<file path="src/rtl/prog_sched.sv">
// Program launch sequencer: req edge -> one-cycle start with entry PC -> run until halt -> ack.
// Optional watchdog abort of runaway programs, enabled by defining PROG_SCHED_WDOG_EN.
module prog_sched #(
  parameter int unsigned PC_W     = 10,
  parameter int unsigned PROG1_PC = 0,
  parameter int unsigned PROG2_PC = 256,
  parameter int unsigned PROG3_PC = 512,
  parameter int unsigned WDOG_W   = 16
) (
  input  logic            clk,
  input  logic            reset,
  input  logic            req,
  input  logic            halt,
  output logic            ack,
  output logic            start,
  output logic [PC_W-1:0] start_pc,
  output logic            run,
  output logic [1:0]      prog_id,
  output logic [31:0]     cyc_cnt,
  output logic            timeout
);

  typedef enum logic [1:0] {StIdle, StLaunch, StRun, StDone} state_e;

  state_e      state_q, state_d;
  logic        req_q;
  logic [1:0]  prog_id_q, prog_id_d;
  logic [31:0] cyc_cnt_q, cyc_cnt_d;
  logic        req_edge;
  logic        wdog_expire;

`ifdef PROG_SCHED_WDOG_EN
  logic [WDOG_W-1:0] wdog_q, wdog_d, wdog_inc;
  logic              timeout_q, timeout_d;

  always_comb begin
    wdog_inc    = wdog_q + 1'b1;
    wdog_d      = wdog_q;
    wdog_expire = 1'b0;
    if (state_q == StLaunch) begin
      wdog_d = '0;
    end else if (state_q == StRun) begin
      wdog_d      = wdog_inc;
      // Expire on the RUN edge that brings the counter to all-ones.
      wdog_expire = &wdog_inc;
    end
  end

  always_ff @(posedge clk or posedge reset) begin
    if (reset) begin
      wdog_q    <= '0;
      timeout_q <= 1'b0;
    end else begin
      wdog_q    <= wdog_d;
      timeout_q <= timeout_d;
    end
  end

  assign timeout = timeout_q;
`else
  logic unused_wdog_w;
  assign unused_wdog_w = (WDOG_W != 0);
  assign wdog_expire   = 1'b0;
  assign timeout       = 1'b0;
`endif

  assign req_edge = req & ~req_q;

  always_comb begin
    state_d   = state_q;
    prog_id_d = prog_id_q;
    cyc_cnt_d = cyc_cnt_q;
`ifdef PROG_SCHED_WDOG_EN
    timeout_d = timeout_q;
`endif
    unique case (state_q)
      StIdle, StDone: begin
        if (req_edge) begin
          state_d   = StLaunch;
          prog_id_d = (prog_id_q == 2'd3) ? 2'd1 : prog_id_q + 2'd1;
          cyc_cnt_d = '0;
`ifdef PROG_SCHED_WDOG_EN
          timeout_d = 1'b0;
`endif
        end
      end
      StLaunch: state_d = StRun;
      StRun: begin
        if (cyc_cnt_q != 32'hFFFF_FFFF) cyc_cnt_d = cyc_cnt_q + 32'd1;
        // Halt wins over a watchdog expiry on the same edge.
        if (halt) begin
          state_d = StDone;
        end else if (wdog_expire) begin
          state_d = StDone;
`ifdef PROG_SCHED_WDOG_EN
          timeout_d = 1'b1;
`endif
        end
      end
      default: state_d = StIdle;
    endcase
  end

  always_ff @(posedge clk or posedge reset) begin
    if (reset) begin
      state_q   <= StIdle;
      req_q     <= 1'b0;
      prog_id_q <= 2'd0;
      cyc_cnt_q <= '0;
    end else begin
      state_q   <= state_d;
      req_q     <= req;
      prog_id_q <= prog_id_d;
      cyc_cnt_q <= cyc_cnt_d;
    end
  end

  always_comb begin
    start_pc = '0;
    if (state_q == StLaunch) begin
      unique case (prog_id_q)
        2'd1:    start_pc = PC_W'(PROG1_PC);
        2'd2:    start_pc = PC_W'(PROG2_PC);
        2'd3:    start_pc = PC_W'(PROG3_PC);
        default: start_pc = '0;
      endcase
    end
  end

  assign start   = (state_q == StLaunch);
  assign run     = (state_q == StRun);
  assign ack     = (state_q == StDone);
  assign prog_id = prog_id_q;
  assign cyc_cnt = cyc_cnt_q;

endmodule

</file>
<file path="config.mk">
export PLATFORM = sky130hd
export DESIGN_NAME = prog_sched
export DESIGN_NICKNAME = d
export VERILOG_FILES = /design/src/rtl/prog_sched.sv
export SDC_FILE = /design/constraint.sdc
export NUM_CORES = 1
export LEC_CHECK = 0
export CAP_MARGIN = 0
export CELL_PAD_IN_SITES_DETAIL_PLACEMENT = 0
export CELL_PAD_IN_SITES_GLOBAL_PLACEMENT = 1
export CORE_UTILIZATION = 41
export DETAILED_ROUTE_END_ITERATION = 8
export PLACE_DENSITY_LB_ADDON = 0.1
export SLEW_MARGIN = 20
export SYNTH_ARGS = -nofsm -noshare
export SYNTH_HDL_FRONTEND = slang
export SYNTH_SLANG_ARGS = --single-unit
</file>
<file path="constraint.sdc">
create_clock -name clk -period 6.1 [get_ports clk]
set_clock_uncertainty 0.2 [all_clocks]
set_input_delay 1.22 -clock clk [delete_from_list [all_inputs] [get_ports clk]]
set_output_delay 1.22 -clock clk [all_outputs]
set_load 0.1 [all_outputs]
</file>
==> results.sh, run 1 <==
export IMPL_antenna_diode_count=0
export IMPL_hold_viol_final=0
export IMPL_initial_utilization_pct=42.84
export IMPL_drt_initial_drc_count=148
export IMPL_p_leak_nw=1.191
export IMPL_wl_um=6181
export IMPL_synthTopCellsByArea="dfrtp_1, a31oi_1, nand2_1"
export IMPL_fin_crit_sh_pct=70.38
export IMPL_cp_end_kind="primary output"
export IMPL_ys_seq_area_share_pct=39.01
export IMPL_postCtsHoldBufs=0
export IMPL_arrival_ns=2.87
export IMPL_min_to="prog_id[1]$_DFFE_PP0P_"
export IMPL_gr_total_overflow=0
export IMPL_cts_sinks=37
export IMPL_layout_common_cells="clkdlybuf4s50_1, dfrtp_1, nand2_1"
export IMPL_grt_total_usage_pct=21.79
export IMPL_path_max_fanout=25
export IMPL_rsz0062_at_grt="false"
export IMPL_syn_to_final_growth_pct=23.83
export IMPL_min_period_ns=4.293
export IMPL_slew_viol_final=0
export IMPL_dr_wl_met3_um=216
export IMPL_crit_required_ns=4.68
export IMPL_drtAntennaViolNets=0
export IMPL_cts_resized=0
export IMPL_clockBufferDepth=2
export IMPL_insertion_delay_ns=0.30
export IMPL_slew_headroom_pct=34.58
export IMPL_dp_cells=371
export IMPL_routed_via_density=5.863
export IMPL_pwr_density_cell_nw_per_um2=490.3
export IMPL_postCtsSetupBuffers=0
export IMPL_cts_buffers=5
export IMPL_async_flop_share_pct=100.0
export IMPL_cts_root_buf="clkbuf_8"
export IMPL_ys_ff_latch=37
export IMPL_wl_per_cell_um=16.31
export IMPL_clk_pin_slew_ns=0.08
export IMPL_synth_avg_cell_area_um2=8.856
export IMPL_hpwl_um=4120
export IMPL_nNetsFinal=318
export IMPL_finalSetupViolCount=0
export IMPL_wl_met1_um=3056
export IMPL_fillers=530
export IMPL_max_clock_freq_mhz=232.9
export IMPL_wl_met2_um=2856
export IMPL_row_count=27
export IMPL_synth_flop_cell="dfrtp_1"
export IMPL_setup_worst_path_class="flop to primary output"
export IMPL_maxCapViolCount=0
export IMPL_first_pass_iters=4
export IMPL_grt_antenna_before_repair=0
export IMPL_yosys_area_top_type="dfrtp_1"
export IMPL_gp_congestion=0.8047
export IMPL_via_count=2222
export IMPL_grt_pass1_wl_um=10360
export IMPL_placeableCoreArea_um2=5540
export IMPL_io_buffers=42
export IMPL_hold_class="flop to flop"
export IMPL_holdPathStages=2
export IMPL_r2r_setup_slack_ns=2.70
export IMPL_status="finished clean"
export IMPL_yosys_warnings=0
export IMPL_r2r_end="cyc_cnt[17]$_DFFE_PP0P_"
export IMPL_fp_dieH_um=78.09
export IMPL_synth_edf_count=0
export IMPL_io_pins=52
export IMPL_grt_max_degree=38
export IMPL_die_area_um2=6097
export IMPL_seq_area_um2=925.9
export IMPL_multiInputGateArea_um2=1334
export IMPL_cts_tree="done"
export IMPL_synth_top_area_share_pct=39.01
export IMPL_irDropWorstVdd_v=0.0004849
export IMPL_synthCells=268
export IMPL_remaining_drc_errors=0
export IMPL_grt_pass1_vias=2027
export IMPL_tns_ns=0
export IMPL_yosysUniqueCellTypes=49
export IMPL_dr_max_layer_used="met4"
export IMPL_r2r_cells=7
export IMPL_tightest_slew_ns=0.9782
export IMPL_worst_setup_path_start_kind="flop"
export IMPL_layout_commonest_cell="clkdlybuf4s50_1"
export IMPL_synth_area_um2=2374
export IMPL_r2r_start="state_q[0]$_DFFE_PP0P_"
export IMPL_hp_start="prog_id[1]$_DFFE_PP0P_"
export IMPL_htreeDepth=2
export IMPL_die_width_um=78.09
export IMPL_drive_above_1_share_pct=5.863
export IMPL_layoutNonFillerInstCount=379
## cell type report
cell class	instances	area share (%)
Clock buffer	6	2.810
Clock inverter	2	1.277
Inverter	9	1.149
Multi-Input combinational cell	209	45.38
Sequential cell	37	31.50
Tap cell	72	3.065
Timing Repair Buffer	44	14.81
## per-layer routing
layer,track usage [%],up-vias
met5,0,-
met4,7.037,0
met3,3.140,5
met2,33.33,51
met1,31.61,1081
li1,-,1085
## cells in the mapped netlist, types with 2 or more instances
library cell  count
mux2i_1           3
o311ai_0          4
nor4_4            2
nand2b_1          2
nand2_1          30
dfrtp_1          37
o31ai_1           5
nor4_1            2
buf_4             9
o211ai_1          2
a21o_1            3
nand3_1          18
nor3_1            6
a221o_1           2
ha_1              8
a31oi_1          19
buf_2             3
a2bb2oi_1         2
clkbuf_1          9
and2_1            3
a41oi_1           3
a21oi_1           8
o41ai_1           3
inv_1             9
o2bb2ai_1         3
nor2_1           14
nand4_1           9
and3_1            9
and4_1            4
o21ai_0          18
## flip-flops by register name, summed over array words and instances, names as in the netlist
signal / flops
cyc_cnt: 32
prog_id: 2
req_q: 1
state_q: 2
## worst max path at each step
stage	start	endpoint	slack, ns	cells past startpoint
after floorplan	state_q[1]$_DFFE_PP0P_	start_pc[9]	2.55	3
after detailed placement	state_q[0]$_DFFE_PP0P_	run	2.16	3
after global routing	state_q[0]$_DFFE_PP0P_	run	1.72	3
after CTS	state_q[0]$_DFFE_PP0P_	run	1.83	3
final	state_q[0]$_DFFE_PP0P_	run	1.81	3
after global placement	state_q[0]$_DFFE_PP0P_	run	2.17	3
## critical path, cell delays in order, from the launching register on
cell and delay [ns]:
dfrtp_1 0.43, inv_1 0.07, ha_1 0.79, clkdlybuf4s50_1 1.29
## stage by stage
step           area [um^2]  power [W]  setup WS [ns]  utilization (%)  hold WS (ns)
2_1_floorplan         2404   0.001015          2.545                -        0.3280
3_3_place_gp          2813   0.001215          2.169            50.77        0.3444
3_5_place_dp          2813   0.001217          2.164            50.77        0.3493
4_1_cts               2933   0.001447          1.835            52.94        0.3685
5_1_grt               2939   0.001523          1.724            53.05        0.4112
6_report              2939   0.001441          1.807            53.05        0.3612
## logic make-up after synthesis
family	count (synthesis)	synth area share, %
other	1	0.1580
adders and majority gates	8	4.217
buffers and inverters	30	6.325
DFF	37	39.01
AOI/OAI and AO/OA	81	23.88
muxes	3	1.265
and+or+nand+nor	108	25.15
## where the power goes
group	internal, W	total (W)	switching [W]
Sequential	0.000290	0.000353	0.0000629
Clock	0.000133	0.000227	0.0000942
Combinational	0.000189	0.000861	0.000672
Power figures use the tool's default switching activity.
==> run 2: changes to the inputs <==
--- a/config.mk
+++ b/config.mk
@@ -8,7 +8,7 @@
 export CAP_MARGIN = 0
 export CELL_PAD_IN_SITES_DETAIL_PLACEMENT = 0
 export CELL_PAD_IN_SITES_GLOBAL_PLACEMENT = 1
-export CORE_UTILIZATION = 41
+export CORE_UTILIZATION = 38
 export DETAILED_ROUTE_END_ITERATION = 8
 export PLACE_DENSITY_LB_ADDON = 0.1
 export SLEW_MARGIN = 20
==> constraint.sdc (replaced) <==
create_clock -name clk -period 4.1 [get_ports clk]
set_clock_uncertainty 0.2 [all_clocks]
set_input_delay 0.82 -clock clk [delete_from_list [all_inputs] [get_ports clk]]
set_output_delay 0.82 -clock clk [all_outputs]
set_load 0.1 [all_outputs]
==> run 2 against run 1 <==
Count of clock-buffer cells in the layout up 1. Wire length up 6.8%. Sequential power up 49%. Global-route usage down 0.25 points. Total power up 51%. Core utilization down 3.4 points. Sequential share of layout area down 0.17 points. Hold slack better by 0.0033 ns. Flip-flop and latch count unchanged. Combinational power up 53%. Cell area up 0.55%. Largest cell class unchanged. Largest power group unchanged.
==> results.sh, run 2 (synthesis gave the netlist of run 1 again) <==
export IMPL_gr_total_overflow=0
export IMPL_antenna_diode_count=0
export IMPL_min_period_ns=3.123
export IMPL_cts_root_buf="clkbuf_8"
export IMPL_grt_pass1_wl_um=10750
export IMPL_finalInstanceArea_um2=2955
export IMPL_nNetsFinal=322
export IMPL_arrival_ns=2.10
export IMPL_r2r_cells=6
export IMPL_wl_per_cell_um=17.11
export IMPL_die_width_um=81.03
export IMPL_seq_area_um2=925.9
export IMPL_maxCapViolCount=0
export IMPL_cts_resized=0
export IMPL_gp_congestion=0.8222
export IMPL_io_pins=52
export IMPL_tns_ns=0
export IMPL_holdPathStages=1
export IMPL_clockBufferDepth=2
export IMPL_layout_common_cells="clkdlybuf4s50_1, dfrtp_1, nand2_1, a31oi_1"
export IMPL_row_count=28
export IMPL_utilization_pct=49.62
export IMPL_fin_crit_sh_pct=76.17
export IMPL_cts_tree="done"
export IMPL_grt_max_degree=38
export IMPL_status="finished clean"
export IMPL_io_buffers=42
export IMPL_irDropWorstVdd_v=0.0005654
export IMPL_grt_antenna_before_repair=0
export IMPL_cp_slowest_cell="clkdlybuf4s50_1"
export IMPL_first_pass_iters=4
export IMPL_insertion_delay_ns=0.29
export IMPL_cp_end_kind="primary output"
export IMPL_hold_class="flop to flop"
export IMPL_crit_required_ns=3.08
export IMPL_hpwl_um=4466
export IMPL_worst_setup_path_start_kind="flop"
export IMPL_placeableCoreArea_um2=5956
export IMPL_largest_reg_flops=32
export IMPL_rsz0062_at_grt="false"
export IMPL_drt_initial_drc_count=131
export IMPL_remaining_drc_errors=0
export IMPL_die_area_um2=6566
export IMPL_slew_headroom_pct=34.23
export IMPL_initial_utilization_pct=39.85
export IMPL_clk_pin_slew_ns=0.08
export IMPL_cts_buffers=5
export IMPL_grt_pass1_vias=2141
export IMPL_drtAntennaViolNets=0
export IMPL_tightest_slew_ns=0.9835
export IMPL_via_count=2258
export IMPL_dp_cells=378
export IMPL_cts_sinks=37
export IMPL_cp_cell_sequence="inv_1, ha_1, clkdlybuf4s50_1"
export IMPL_p_leak_nw=1.217
export IMPL_placement_cell_area_um2=2839
export IMPL_grt_total_usage_pct=21.54
export IMPL_path_max_fanout=4
export IMPL_finalSetupViolCount=0
export IMPL_htreeDepth=2
export IMPL_hold_viol_final=0
export IMPL_drive_above_1_share_pct=7.395
export IMPL_pwr_density_cell_nw_per_um2=738.5
export IMPL_wl_um=6604
export IMPL_postCtsSetupBuffers=0
export IMPL_layout_commonest_cell="clkdlybuf4s50_1"
export IMPL_setup_worst_path_class="flop to primary output"
export IMPL_slew_viol_final=0
export IMPL_fp_dieH_um=81.03
export IMPL_postCtsHoldBufs=0
export IMPL_layoutNonFillerInstCount=386
export IMPL_max_clock_freq_mhz=320.2
export IMPL_max_stage_delay_ns=1.14
export IMPL_routed_via_density=5.850
export IMPL_multiInputGateArea_um2=1328
export IMPL_fillers=597
export IMPL_syn_to_final_growth_pct=24.51
run 2: final cells by class:
class                           instances  area share (%)
Sequential cell                        37           31.33
Multi-Input combinational cell        209           44.92
Clock buffer                            7           2.921
Tap cell                               75           3.175
Inverter                                9           1.143
Clock inverter                          1           1.016
Timing Repair Buffer                   48           15.50
run 2: power by group:
group	internal (W)	switching [W]	total, W
Sequential	0.000432	0.0000949	0.000527
Combinational	0.000299	0.00102	0.00132
Clock	0.000199	0.000138	0.000337
run 2: worst paths after layout:
kind                                          from                 endpoint  slack [ns]
setup / recovery            state_q[1]$_DFFE_PP0P_                    start        0.98
hold / removal             cyc_cnt[15]$_DFFE_PP0P_  cyc_cnt[15]$_DFFE_PP0P_        0.36
setup reg to reg            cyc_cnt[0]$_DFFE_PP0P_  cyc_cnt[20]$_DFFE_PP0P_        1.38
hold reg to reg            cyc_cnt[15]$_DFFE_PP0P_  cyc_cnt[15]$_DFFE_PP0P_        0.36
max in group asynchronous                    reset  cyc_cnt[28]$_DFFE_PP0P_        2.59
min in group asynchronous                    reset  cyc_cnt[29]$_DFFE_PP0P_        0.75
run 2: critical path: cells and delay by family (launching register included):
| family | cells | cell delay, ns |
|---|---|---|
| adder cells (fa/ha/maj) | 1 | 0.17 |
| buffers and inverters | 2 | 1.23 |
| flip-flops | 1 | 0.41 |
run 2: per-stage QoR:
stage / hold WS [ns] / setup slack [ns] / power [W]
final: 0.3644 / 0.9770 / 0.002183
after global routing: 0.3934 / 0.8782 / 0.002295
after CTS: 0.3713 / 0.9573 / 0.002193
after detailed placement: 0.3536 / 1.159 / 0.001854
after global placement: 0.3406 / 1.181 / 0.001844
after floorplan: 0.3280 / 0.9450 / 0.001511
run 2: per-layer routing:
layer | GRT usage [%] | part of all wire (%)
met5 | 0 | 0
met4 | 6.429 | 1.6
met3 | 3.820 | 4.0
met2 | 35.04 | 46
met1 | 29.04 | 48
